==> src/rtl/multi_cycle_sequencer.sv <==
`default_nettype none
// ============================================================================
// multi_cycle_sequencer: one-hot stage sequencer with skip, halt, watchdog
// Revision: 1.0
// ============================================================================
module multi_cycle_sequencer #(
  parameter int NSTAGE  = 5,
  parameter int BUS_W   = 150,
  parameter int TIMEOUT = 1023,
  parameter int CNT_W   = 32
) (
  input  logic                          clk,
  input  logic                          resetn,
  input  logic [NSTAGE-1:0]             stage_over,
  input  logic                          skip_req,
  input  logic                          halt_req,
  input  logic                          err_clr,
  input  logic [(NSTAGE-1)*BUS_W-1:0]   bus_in,
  output logic [(NSTAGE-1)*BUS_W-1:0]   bus_r,
  output logic [NSTAGE-1:0]             stage_valid,
  output logic                          next_first,
  output logic [CNT_W-1:0]              retire_cnt,
  output logic [CNT_W-1:0]              cycle_cnt,
  output logic                          timeout_err,
  output logic [7:0]                    err_stage,
  output logic [31:0]                   display_state
);

  localparam int IDX_W = (NSTAGE > 1) ? $clog2(NSTAGE) : 1;
  localparam int WD_W  = (TIMEOUT > 1) ? $clog2(TIMEOUT) : 1;
  localparam logic [WD_W-1:0]  WD_LAST  = WD_W'((TIMEOUT > 0) ? TIMEOUT - 1 : 0);
  localparam logic [IDX_W-1:0] LAST_IDX = IDX_W'(NSTAGE - 1);
  localparam logic [31:0]      HALT_CODE = 32'(NSTAGE + 1);

  // The visible state code is phase plus stage index: IDLE=0, S_k=k+1, HALT=NSTAGE+1.
  typedef enum logic [1:0] {
    PH_IDLE = 2'd0,
    PH_RUN  = 2'd1,
    PH_HALT = 2'd2
  } phase_t;

  phase_t           phase;
  phase_t           phase_nxt;
  logic [IDX_W-1:0] idx;
  logic [IDX_W-1:0] idx_nxt;
  logic [WD_W-1:0]  wd;
  logic             in_run;
  logic             cur_over;
  logic             retire;
  logic             expire;
  logic [31:0]      code_nxt;

  always_comb begin
    in_run   = (phase == PH_RUN);
    cur_over = stage_over[idx];
    retire   = in_run && cur_over && (skip_req || (idx == LAST_IDX));
    expire   = in_run && !cur_over && (TIMEOUT != 0) && (wd == WD_LAST);
  end

  assign next_first = retire;

  always_comb begin
    phase_nxt = phase;
    idx_nxt   = idx;
    case (phase)
      PH_IDLE: begin
        phase_nxt = halt_req ? PH_HALT : PH_RUN;
        idx_nxt   = '0;
      end
      PH_RUN: begin
        if (retire) begin
          phase_nxt = halt_req ? PH_HALT : PH_RUN;
          idx_nxt   = '0;
        end else if (cur_over) begin
          idx_nxt = idx + IDX_W'(1);
        end else if (expire) begin
          phase_nxt = PH_HALT;
        end
      end
      PH_HALT: begin
        // Exit only once the registered error has been cleared.
        if (!halt_req && !timeout_err) begin
          phase_nxt = PH_RUN;
          idx_nxt   = '0;
        end
      end
      default: begin
        phase_nxt = PH_IDLE;
        idx_nxt   = '0;
      end
    endcase
  end

  always_comb begin
    code_nxt = 32'd0;
    if (phase_nxt == PH_RUN) begin
      code_nxt = 32'(idx_nxt) + 32'd1;
    end else if (phase_nxt == PH_HALT) begin
      code_nxt = HALT_CODE;
    end
  end

  always_ff @(posedge clk or negedge resetn) begin
    if (!resetn) begin
      phase         <= PH_IDLE;
      idx           <= '0;
      wd            <= '0;
      stage_valid   <= '0;
      display_state <= 32'd0;
      retire_cnt    <= '0;
      cycle_cnt     <= '0;
      timeout_err   <= 1'b0;
      err_stage     <= 8'd0;
    end else begin
      phase         <= phase_nxt;
      idx           <= idx_nxt;
      display_state <= code_nxt;
      stage_valid   <= (phase_nxt == PH_RUN) ?
                       ({{(NSTAGE-1){1'b0}}, 1'b1} << idx_nxt) : '0;
      // Watchdog counts only while the current stage is waiting.
      if (in_run && !cur_over && !expire) begin
        wd <= wd + WD_W'(1);
      end else begin
        wd <= '0;
      end
      if (retire) begin
        retire_cnt <= retire_cnt + CNT_W'(1);
      end
      if (in_run) begin
        cycle_cnt <= cycle_cnt + CNT_W'(1);
      end
      if (expire) begin
        timeout_err <= 1'b1;
        err_stage   <= 8'(idx);
      end else if (err_clr) begin
        timeout_err <= 1'b0;
      end
    end
  end

  for (genvar k = 0; k < NSTAGE - 1; k++) begin : g_bus
    logic [BUS_W-1:0] q;

    always_ff @(posedge clk or negedge resetn) begin
      if (!resetn) begin
        q <= '0;
      end else if (in_run && cur_over && (idx == IDX_W'(k))) begin
        q <= bus_in[k*BUS_W +: BUS_W];
      end
    end

    assign bus_r[k*BUS_W +: BUS_W] = q;
  end

endmodule
`default_nettype wire
==> config.mk <==
export PLATFORM = sky130hd
export DESIGN_NAME = multi_cycle_sequencer
export DESIGN_NICKNAME = d
export VERILOG_FILES = /design/src/rtl/multi_cycle_sequencer.sv
export SDC_FILE = /design/constraint.sdc
export NUM_CORES = 1
export LEC_CHECK = 0
export ABC_AREA = 1
export BUFFER_PORTS_ARGS = -buffer_cell sky130_fd_sc_hd__buf_2
export CAP_MARGIN = 10
export CORE_AREA = 2 2 509 511
export CTS_BUF_LIST = sky130_fd_sc_hd__clkbuf_4 sky130_fd_sc_hd__clkbuf_8
export DETAILED_ROUTE_END_ITERATION = 10
export DIE_AREA = 0 0 511 513
export SYNTH_ARGS = -nofsm -noshare
export SYNTH_HDL_FRONTEND = slang
export SYNTH_SLANG_ARGS = --single-unit
==> constraint.sdc <==
create_clock -name clk -period 2.1 [get_ports clk]
set_input_delay 0.21 -clock clk [delete_from_list [all_inputs] [get_ports clk]]
set_output_delay 0.21 -clock clk [all_outputs]
set_load 0.01 [all_outputs]
==> results of run 1 <==
-- worst max-delay path by stage --
stage                       start                    endpoint  slack (ns)
2_1_floorplan    idx[0]$_DFF_PN0_  display_state[2]$_DFF_PN0_      -0.004
3_3_place_gp   phase[1]$_DFF_PN0_   cycle_cnt[30]$_DFFE_PN0P_       -0.24
3_5_place_dp     idx[0]$_DFF_PN0_  g_bus[1].q[19]$_DFFE_PN0P_       -0.21
4_1_cts          idx[0]$_DFF_PN0_                  next_first       -0.60
5_1_grt          idx[0]$_DFF_PN0_                  next_first       -0.58
6_report         idx[0]$_DFF_PN0_                  next_first       -0.40
-- area by class of cell --
cell class	count	share of cell area, %
antenna	60	0.280
clock inverter	37	0.609
tap	3384	7.90
clock buffer	215	5.15
timing repair buffer	2327	33.5
multi-input combinational	1063	19.8
sequential	692	32.3
inverter	65	0.469
-- state kept, by name, summed over array words and instances, names as in the netlist, 2 cells and up --
name,count
cycle_cnt,32
wd,10
err_stage,3
g_bus.q,600
retire_cnt,32
phase,2
display_state,4
idx,3
stage_valid,5
-- placed cells by master (no fill, tap or decap), types with 23 or more instances in the layout --
cell type / synthesis / layout
nor3_1: 26 / 26
clkbuf_8: 0 / 183
conb_1: 1 / 33
dfrtp_1: 692 / 692
inv_1: 61 / 57
mux2_4: 300 / 300
mux2_2: 300 / 300
buf_12: 33 / 55
buf_4: 50 / 110
dlygate4sd3_1: 0 / 800
xor2_1: 43 / 43
buf_2: 5 / 1285
buf_8: 0 / 23
nand2_1: 164 / 159
nor2_1: 65 / 62
diode_2: 0 / 60
clkinv_2: 0 / 27
clkbuf_4: 0 / 32
-- critical path, stage by stage (launching register included) --
cell      delay [ns]
dfrtp_1         0.42
inv_2           0.13
nand2_2         0.06
nand3_2         0.06
nand3_2         0.09
nand2_2         0.10
buf_6           0.12
nand3_4         0.08
buf_6           0.13
clkinv_4        0.04
buf_6           0.10
buf_6           0.10
-- stage by stage --
step / setup slack, ns / cell area, µm² / instances / utilization (%) / total power, mW
global placement: -0.240 / 40300 / 6645 / 15.7 / 37.7
global route: -0.584 / 53600 / 7841 / 20.9 / 59.1
detailed placement: -0.209 / 40300 / 6645 / 15.7 / 37.9
finish: -0.397 / 53600 / 7843 / 20.9 / 56.2
floorplan: -0.00365 / 29200 / 1922 / - / 26.0
CTS: -0.596 / 52600 / 7744 / 20.5 / 57.1
-- routing by layer --
layer	track usage [%]	vias up	wire length [µm]
li1	-	11327	-
met2	27.1	1567	105000
met4	7.79	14	12400
met1	17.5	12871	84400
met5	0	-	91
met3	13.4	520	39800
-- logic make-up after synthesis --
| family | synth area share, % |
|---|---|
| flops | 59.6 |
| mux | 27.1 |
| simple gates | 5.13 |
| buf+inv | 4.97 |
| xor+xnor | 1.90 |
| compound gates | 0.474 |
| fa+ha+maj | 0.775 |
| other cells | 0.0129 |
-- repair_timing --
action / 4_1_cts / 5_1_grt
setup buffers: 27 / 26
setup endpoints to repair: 447 / 636
cloned: 19 / 18
pin swaps: 4 / 8
gates resized for setup: 87 / 50
endpoints found under the hold margin: 1304 / 0
hold buffers: 801 / 0
-- power by group through the flow --
stage / Combinational [mW] / Sequential (mW) / Clock, mW
floorplan: 6.25 / 19.8 / 0
global placement: 19.1 / 18.6 / 0
detailed placement: 19.2 / 18.7 / 0
CTS: 21.9 / 18.5 / 16.7
global route: 23.0 / 18.9 / 17.2
finish: 21.6 / 18.6 / 16.0
==> results.md, run 1 <==
* Synth top area cells: dfrtp_1 60%, mux2_4 16%, mux2_2 12%
* Power density of the placed cells at 1050 mW/mm²
* Crit path DAT at roughly 2.3 ns
* CTS tree: done
* Crit-path max FO at 6
* Routed WL at between 200000 and 250000 µm
* Final #Nets at 4926
* Hold Crit Start: bus_in[489]
* Hold Path Sink: g_bus[3].q[39]$_DFFE_PN0P_
* Post-DR wirelength/cell at 30.8 µm
* Die Y-Extent at 513 µm
* Area grow syn2layout at 84.5%
* Pre-Repair DR Iteration Count at 4
* Reg power frac at 33.0%
* Port bufs at 1287
* Max cap viols at 0
* CP startpoint kind: flip-flop
* Synth unique cells at 38
* Post-synth EDFFs at 0
* Slew margin rel. at 64.6%
* Worst-case reg-to-reg path depth at 14
* Detailed-route via count at 26299
* Switch share at 37.7%
* Period utilization at 119%
* Total track usage at 17.6%
* CP Capture Type: output pin
* Syn avg cell area at ~15 µm²
* First-pass GRT wire length at 300000 µm
* Placer congestion estimate at about 0.95
* Vias per inst at 3.35
* Filler Cells Inserted at ~28000
* Sink Count at 692
* Core ar. at 0.256 mm²
* Pin count of the biggest net entering global routing at 88
* Failing checks: setup timing
* Clk pwr share at 28.6%
* Outcome: finished, violations left
* Comb power frac at 38.4%
* TNS Setup at -89.76 ns
* Vias in the first global route at about 29000
* Clk buf depth at 4
* Reg area at 0.0173 mm²
* Final Setup Violations at between 500 and 600
* Most frequent cell after synthesis: dfrtp_1
* Fmax at 0.400 GHz
* Fin worst setup slack at -0.397 ns
* Register area share after synthesis at 59.6%
* DRT antenna net count at 0
* #FFs+latches synth at 692
* R2R Setup Slk at -0.30 ns
* Commonest cells in the netlist: 692 x dfrtp_1, 300 x mux2_2, 300 x mux2_4
* FF-to-FF Start: idx[0]$_DFF_PN0_
* Int Power at 35.0 mW
* Slew Limit Fails at 0
* Insertion delay to the later sink of the worst-skew pair at between 0.9 and 1 ns
* Die span in x at 511 µm
* Final Critical Period at 2.50 ns
* Ys async rst share at 100%
* Initial Util at 11.3%
* DP Wirelength at between 150000 and 200000 µm
* Synth area leader: dfrtp_1
* Top_reg_cell synth: dfrtp_1
* GRT overflow at 0
* Number of CTS-inserted buffers at about 150
* Rows at 186
* DR iter-0 viols at 1299
* Fin Hold WS at between 0.09 and 0.1 ns
* Die area at 0.262 mm²
* RSZ-0062 raised after global routing: true
* WP data required at 1.89 ns
* Yosys warning count at 0
* I/O pin cnt at 1321
* Share of layout cells above drive strength 1 at 55.0%
* Worst clock skew at 0.0700 ns
* Leak at roughly 27 nW
* Worst-path clk slew at around 0.06 ns
* Worst Hold Depth at 3
* Sw Pwr at 21.2 mW
* Initial antenna violation count at 140
* Hold/Removal Path Class: input pin to flip-flop
* Synth Instances at 1890
* DRC Markers at 0
* H-tree Lvls at 4
* Crit path kind: flip-flop to output pin
* Top-area cell type share of the netlist area at 59.6%
* Post-Synthesis Cell Area at 0.0291 mm²
* FF-to-FF End: g_bus[1].q[69]$_DFFE_PN0P_
* Maximum VDD drop at 0.520 mV
* Slew @ Worst Pin at between 0.5 and 0.6 ns
* Root Driver: clkbuf_8
* Multi-input logic area at 0.0106 mm²
* Final hold violation count at 0
Power figures use the tool's default switching activity.
==> inputs of run 2 (changes only) <==
- CTS_CLUSTER_SIZE: default -> 24
- clock period: 2.1 -> 2.55 ns (I/O delays scaled with it)
==> run 2 against run 1 <==
Against the previous run: the flow now finishes without violations; first-iteration DRC count shrank 20%; setup slack gained 0.48 ns; via count shrank 5.9%; sequential power shrank 18%; flip-flop and latch count is the same; critical path type unchanged; critical endpoint unchanged; clock skew shrank 0.0041 ns; cell area shrank 6.7%; critical path depth shrank 2; global-route usage shrank 1.8 points; final cell count shrank 3.8%; utilization shrank 1.4 points; highest routed layer unchanged; non-clock buffer count shrank 257.
==> results.md, run 2 (same netlist as run 1, synthesis figures left out) <==
* DR iter-0 viols at 1045 (-20%)
* Slew Limit Fails at 0 (unchanged)
* Routed WL at 214000 µm (-11%)
* CP Capture Type: output pin
* Slew @ Worst Pin at 0.948 ns (+0.417 ns)
* Worst-path clk slew at 0.05 ns (about the same)
* Fin worst setup slack at 0.0793 ns (+0.477 ns)
* Rows at 186 (unchanged)
* Design Area, Final at 0.0500 mm² (-6.7%)
* Maximum cell stage delay along the critical path at 0.41 ns (about the same)
* Final hold violation count at 0 (unchanged)
* WP data required at 2.30 ns (+0.41 ns)
* DRT antenna net count at 0 (unchanged)
* Final Util at 19.5% (-1.4 points)
* Period utilization at 96.9%
* Max cap viols at 0 (unchanged)
* Final Critical Period at 2.47 ns
* Final #Nets at 4673 (-5.1%)
* Top Registers: g_bus.q (600), cycle_cnt (32), retire_cnt (32)
* Fmax at 0.405 GHz
* Crit-path max FO at 5 (-1)
* Commonest non-fill, non-tap cell in the layout: buf_2
* Total track usage at 15.8% (-1.8 points)
* Outcome: finished clean
* Hold/Removal Path Class: input pin to flip-flop
* CP Cell Sequence: buf_4, nand2_1, nand3_2, nand3_4, nand2_4, nand3_4, clkinv_4, buf_12, buf_6
* Die span in x at 511 µm (unchanged)
* I/O pin cnt at 1321 (unchanged)
* Initial Util at 11.3% (unchanged)
* Crit path DAT at 2.22 ns (-0.07 ns)
* Slowest cell on the critical path: dfrtp_1
* TNS Setup at 0 ns (+89.76 ns)
* Most frequent cells in the layout: 1285 x buf_2, 692 x dfrtp_1, 624 x dlygate4sd3_1
* Die area at 0.262 mm² (unchanged)
* Pin count of the biggest net entering global routing at 85 (-3.4%)
* Detailed-route via count at 24753 (-5.9%)
* Number of CTS-inserted buffers at 154 (+3.4%)
* Reg with most FFs: g_bus.q
* Clk buf depth at 4 (unchanged)
* Maximum VDD drop at 0.416 mV (-20%)
* Share of layout cells above drive strength 1 at 56.3% (+1.3 points)
* DP Wirelength at 183000 µm (-7.7%)
* Placed cell area at 0.0399 mm² (-1.0%)
* Total power at 44.1 mW (-21%)
* Sink Count at 692 (unchanged)
* Final Setup Violations at 0 (-100%)
* DP Worst Slack at 0.121 ns (+0.330 ns)
* Post-DR wirelength/cell at 28.4 µm (-7.6%)
* RSZ-0062 raised after global routing: true
* CP startpoint kind: flip-flop
* Vias in the first global route at 27284 (-5.8%)
* Core ar. at 0.256 mm² (unchanged)
* Slew margin rel. at 36.4% (-28 points)
* Initial antenna violation count at 118 (-16%)
* Filler Cells Inserted at 27929 (+1.2%)
* Worst clock skew at 0.0659 ns (-0.00407 ns)
* Area grow syn2layout at 72.2%
* CP dominant cell by count: nand3_4
* Power density of the placed cells at 882 mW/mm² (-16%)
* Leak at 25.2 nW (-5.9%)
* First-pass GRT wire length at 272000 µm (-9.4%)
* Insertion delay to the later sink of the worst-skew pair at 0.89 ns (-0.04 ns)
* Crit path kind: flip-flop to output pin
* DRC Markers at 0 (unchanged)
* GRT overflow at 0 (unchanged)
* Pre-Repair DR Iteration Count at 5 (+1)
* Die Y-Extent at 513 µm (unchanged)
* Worst Path Buf+Inv at 4 (-2)
* Root Driver: clkbuf_8
* Port bufs at 1287 (unchanged)
* Crit-path leading delay family: buffers and inverters
* Vias per inst at 3.28 (-2.2%)
* CTS tree: done
* Placer congestion estimate at 0.916 (-3.7%)
* Largest register FFs at 600 (unchanged)
* H-tree Lvls at 4 (unchanged)
[run 2: cell count changes in the layout (fill, tap and decap cells not counted), sizes merged, moves of 2 or more]
cell         delta
dlygate4sd3   -176
buf            -67
diode          -38
clkinv         -16
bufbuf          -6
clkinvlp        +3
clkbuf          +2
[run 2: worst register-to-register path: cells and delay by family (launching register included)]
kind | cells | cell delay [ns]
flops | 1 | 0.41
fa+ha+maj | 1 | 0.12
simple gates | 1 | 0.24
buf+inv | 11 | 1.24
mux | 1 | 0.30
[run 2: per-layer routing]
layer / global-route usage, % / part of all wire, % / vias to the layer above
met5: 0 / 0.049 / -
met4: 5.39 / 3.9 / 18
met3: 12.1 / 17 / 393
met2: 24.0 / 43 / 1349
met1: 16.7 / 36 / 12251
li1: - / - / 10742
[run 2: final cells by class]
class | count | area (µm²) | share of cell area, %
Clock inverter | 25 | 305 | 0.610
Tap cell | 3384 | 4230 | 8.46
Multi-Input combinational cell | 1062 | 10600 | 21.1
Clock buffer | 225 | 2880 | 5.75
Timing Repair Buffer | 2070 | 14400 | 28.9
Antenna cell | 22 | 55.1 | 0.110
Inverter | 65 | 256 | 0.513
Sequential cell | 692 | 17300 | 34.6
[run 2: per-stage QoR]
step	std cells	hold WS [ns]
global route	7540	0.0469
floorplan	1922	-0.0406
CTS	7512	0.00104
global placement	6612	0.266
finish	7545	0.0865
detailed placement	6612	0.270
[run 2: power by group]
| part | internal, mW | switching [mW] | leakage (nW) |
|---|---|---|---|
| Combinational | 6.71 | 8.69 | 14.3 |
| Sequential | 13.6 | 1.76 | 9.24 |
| Clock | 7.78 | 5.61 | 1.67 |
| Total | 28.1 | 16.1 | 25.2 |
[run 2: worst paths after layout]
check | cells past startpoint | endpoint | slack (ns) | startpoint
min | 7 | err_stage[2]$_DFFE_PN0P_ | 0.09 | stage_over[1]
min in group asynchronous | 3 | g_bus[1].q[5]$_DFFE_PN0P_ | 0.22 | resetn
min reg2reg | 1 | wd[0]$_DFF_PN0_ | 0.46 | wd[0]$_DFF_PN0_
max reg2reg | 14 | g_bus[2].q[21]$_DFFE_PN0P_ | 0.09 | idx[0]$_DFF_PN0_
max | 9 | next_first | 0.08 | idx[0]$_DFF_PN0_
max in group asynchronous | 3 | g_bus[0].q[54]$_DFFE_PN0P_ | 1.51 | resetn
[run 2: timing repair]
item,4_1_cts,5_1_grt
buffers inserted,25,8
hold endpoints to repair,1199,0
hold buffers,625,0
resized for setup,24,28
endpoints found under the setup margin,1,159
pin swaps,6,9
gates cloned,0,7
==> inputs of run 3 (changes only) <==
- GPL_TIMING_DRIVEN: default -> 0
==> run 3 against run 2 <==
Against the previous run: the flow now finishes with violations (setup timing); global-route usage barely moved; worst hold slack better by 0.063 ns; clock skew grew 0.022 ns; critical endpoint is now g_bus[0].q[113]$_DFFE_PN0P_; critical path depth is 6 higher; register-to-register slack got worse by 0.12 ns.
==> results.md, run 3 (same netlist as run 1, synthesis figures left out) <==
* Multi-input logic area at 0.0105 mm² (-0.45%)
* Routed WL at 216000 µm (+0.86%)
* Vias per inst at 3.32 (+1.1%)
* Max cap viols at 0 (unchanged)
* Reg with most FFs: g_bus.q
* DRT antenna net count at 0 (unchanged)
* Switch share at 37.0% (+0.63 points)
* Post-DR wirelength/cell at 28.5 µm (+0.30%)
* Share of layout cells above drive strength 1 at 55.7% (-0.61 points)
* Die Y-Extent at 513 µm (unchanged)
* Initial Util at 11.3% (unchanged)
* Final hold violation count at 0 (unchanged)
* TNS Setup at -0.307 ns (-0.307 ns)
* Most frequent cells in the layout: 1290 x buf_2, 690 x dfrtp_1, 659 x dlygate4sd3_1
* Power density of the placed cells at 871 mW/mm² (-1.3%)
* DR iter-0 viols at 1309 (+25%)
* Hold Path Sink: g_bus[1].q[21]$_DFFE_PN0P_
* Worst-case reg-to-reg path depth at 15 (+1)
* Worst Hold Depth at 3 (-4)
* Slowest cell on the critical path: dfrtp_2
* DP Worst Slack at -0.161 ns (-0.282 ns)
* Slew margin rel. at 53.9% (+18 points)
* Vias in the first global route at 27454 (+0.62%)
* RSZ-0062 raised after global routing: true
* Core ar. at 0.256 mm² (unchanged)
* Crit path DAT at 3.30 ns (+1.08 ns)
* Comb power frac at 36.4% (+1.5 points)
* Period utilization at 101% (+4.4 points)
* Filler Cells Inserted at 27658 (-0.97%)
* Port bufs at 1287 (unchanged)
* Post-layout instance count excluding filler cells at 7587 (+0.56%)
* Placed cell count at 6600 (-0.18%)
* Clk pwr share at 28.9% (-1.4 points)
* Worst Path Buf+Inv at 7 (+3)
* Final #Nets at 4703 (+0.64%)
* FF-to-FF End: g_bus[0].q[113]$_DFFE_PN0P_
* CP Cell Sequence: inv_4, buf_6, nand2_4, nand3_4, nand3_4, nand2_4, buf_12, inv_6, nor2_8, nand2_8, nor2_8, buf_12, clkbuf_16, clkbuf_16, mux2_4
* Die area at 0.262 mm² (unchanged)
* Total track usage at 15.8% (+0.020 points)
* Slew @ Worst Pin at 0.687 ns (-0.261 ns)
* Maximum VDD drop at 0.605 mV (+46%)
* Slew Limit Fails at 0 (unchanged)
* CP startpoint kind: flip-flop
* Final Critical Period at 2.58 ns (+0.112 ns)
* Fin worst setup slack at -0.0331 ns (-0.112 ns)
* Root Driver: clkbuf_8
* Clk buf depth at 4 (unchanged)
* Reg power frac at 34.7% (about the same)
* Reg area at 0.0173 mm² (about the same)
* Largest register FFs at 600 (unchanged)
* Maximum cell stage delay along the critical path at 0.44 ns (+0.03 ns)
* FF-to-FF Start: idx[0]$_DFF_PN0_
* Failing checks: setup timing
* Fmax at 0.387 GHz (-4.4%)
* CTS tree: done
* DP Wirelength at 180000 µm (-1.7%)
* Pre-Repair DR Iteration Count at 5 (unchanged)
* Placed cell area at 0.0401 mm² (+0.38%)
* Worst clock skew at 0.0878 ns (+0.0219 ns)
* Hold Crit Start: bus_in[171]
* Leak at 25.5 nW (+0.84%)
* I/O pin cnt at 1321 (unchanged)
* Final Setup Violations at 24 (+24)
* Die span in x at 511 µm (unchanged)
* Outcome: finished, violations left
* Area grow syn2layout at 74.4%
* Placer congestion estimate at 0.938 (+2.5%)
* Rows at 186 (unchanged)
* R2R Setup Slk at -0.03 ns (-0.12 ns)
* Crit path kind: flip-flop to flip-flop
* Worst-path clk slew at 0.06 ns (about the same)
* WP data required at 3.27 ns (+0.97 ns)
* Int Power at 27.8 mW (-0.99%)
* Design Area, Final at 0.0507 mm² (+1.3%)
* Sink Count at 692 (unchanged)
* CP Capture Type: flip-flop
* DRC Markers at 0 (unchanged)
* GRT overflow at 0 (unchanged)
* Initial antenna violation count at 96 (-19%)
* Pin count of the biggest net entering global routing at 116 (+36%)
* Hold/Removal Path Class: input pin to flip-flop
* First-pass GRT wire length at 273000 µm (+0.50%)
* Detailed-route via count at 25154 (+1.6%)
* Top Registers: g_bus.q (600), cycle_cnt (32), retire_cnt (32)
* H-tree Lvls at 4 (unchanged)
* Number of CTS-inserted buffers at 146 (-5.2%)
* Crit-path max FO at 7 (+2)
* Commonest non-fill, non-tap cell in the layout: buf_2
* Crit-path leading delay family: buffers and inverters
* Insertion delay to the later sink of the worst-skew pair at 0.88 ns (about the same)
* Sw Pwr at 16.3 mW (+1.7%)
-- run 3: cell count changes in the layout (fill, tap and decap cells not counted), moves of 6 or more --
cell and delta:
buf_4 -46, clkbuf_8 -16, buf_6 +10, buf_12 +11, diode_2 +13, buf_16 +7, clkbuf_16 +10, clkbuf_4 +6
dlygate4sd3_1 +35
-- run 3: worst max path at each step --
stage / startpoint / end / slack [ns] / depth (start not counted)
floorplan: idx[1]$_DFF_PN0_ / display_state[2]$_DFF_PN0_ / 0.29 / 14
global placement: resetn / g_bus[1].q[111]$_DFFE_PN0P_ / -14.19 / 1
global route: idx[0]$_DFF_PN0_ / display_state[2]$_DFF_PN0_ / -0.15 / 19
CTS: idx[0]$_DFF_PN0_ / next_first / -0.08 / 10
detailed placement: idx[0]$_DFF_PN0_ / display_state[2]$_DFF_PN0_ / -0.16 / 14
finish: idx[0]$_DFF_PN0_ / g_bus[0].q[113]$_DFFE_PN0P_ / -0.03 / 15
-- run 3: power groups by stage --
stage / Clock [mW] / Sequential (mW) / Combinational (mW)
floorplan: 0 / 16.3 / 5.12
global placement: 0 / 15.3 / 14.6
detailed placement: 0 / 15.4 / 14.7
CTS: 13.3 / 15.2 / 15.9
global route: 13.7 / 15.6 / 17.2
finish: 12.8 / 15.3 / 16.1
-- run 3: final cells by class --
cell class	count	share of cell area (%)
Sequential cell	692	34.2
Timing Repair Buffer	2006	27.7
Multi-Input combinational cell	1062	20.7
Tap cell	3384	8.36
Clock buffer	215	5.33
Buffer	102	2.46
Inverter	65	0.526
Clock inverter	26	0.511
Antenna cell	35	0.173
-- run 3: layer usage --
| metal | wire [µm] | GRT usage (%) | vias to the layer above |
|---|---|---|---|
| met5 | 119 | 0 | - |
| met4 | 9680 | 6.52 | 18 |
| met3 | 35600 | 11.8 | 407 |
| met2 | 92700 | 24.1 | 1395 |
| met1 | 78200 | 16.4 | 12493 |
| li1 | - | - | 10841 |
-- run 3: worst reg2reg max path, delay by kind of cell (launching register included) --
family | cells | cell delay, ns
flops | 1 | 0.44
mux | 1 | 0.30
simple gates | 7 | 0.71
buf+inv | 7 | 0.96
-- run 3: metrics by stage --
| stage | total power [mW] | util (%) | hold slack (ns) |
|---|---|---|---|
| after global placement | 29.9 | 15.6 | 0.445 |
| after CTS | 44.5 | 19.5 | 0.00177 |
| after floorplan | 21.4 | - | -0.0406 |
| after global routing | 46.6 | 19.8 | 0.0505 |
| after detailed placement | 30.0 | 15.6 | 0.0876 |
| final | 44.1 | 19.8 | 0.149 |
-- run 3: repair_timing --
item / in CTS / in global routing
hold endpoints to repair: 903 / 0
setup buffers: 21 / 13
endpoints found under the setup margin: 312 / 403
resized for setup: 31 / 27
gates cloned: 1 / 17
hold buffers: 660 / 0
pin swaps: 9 / 8
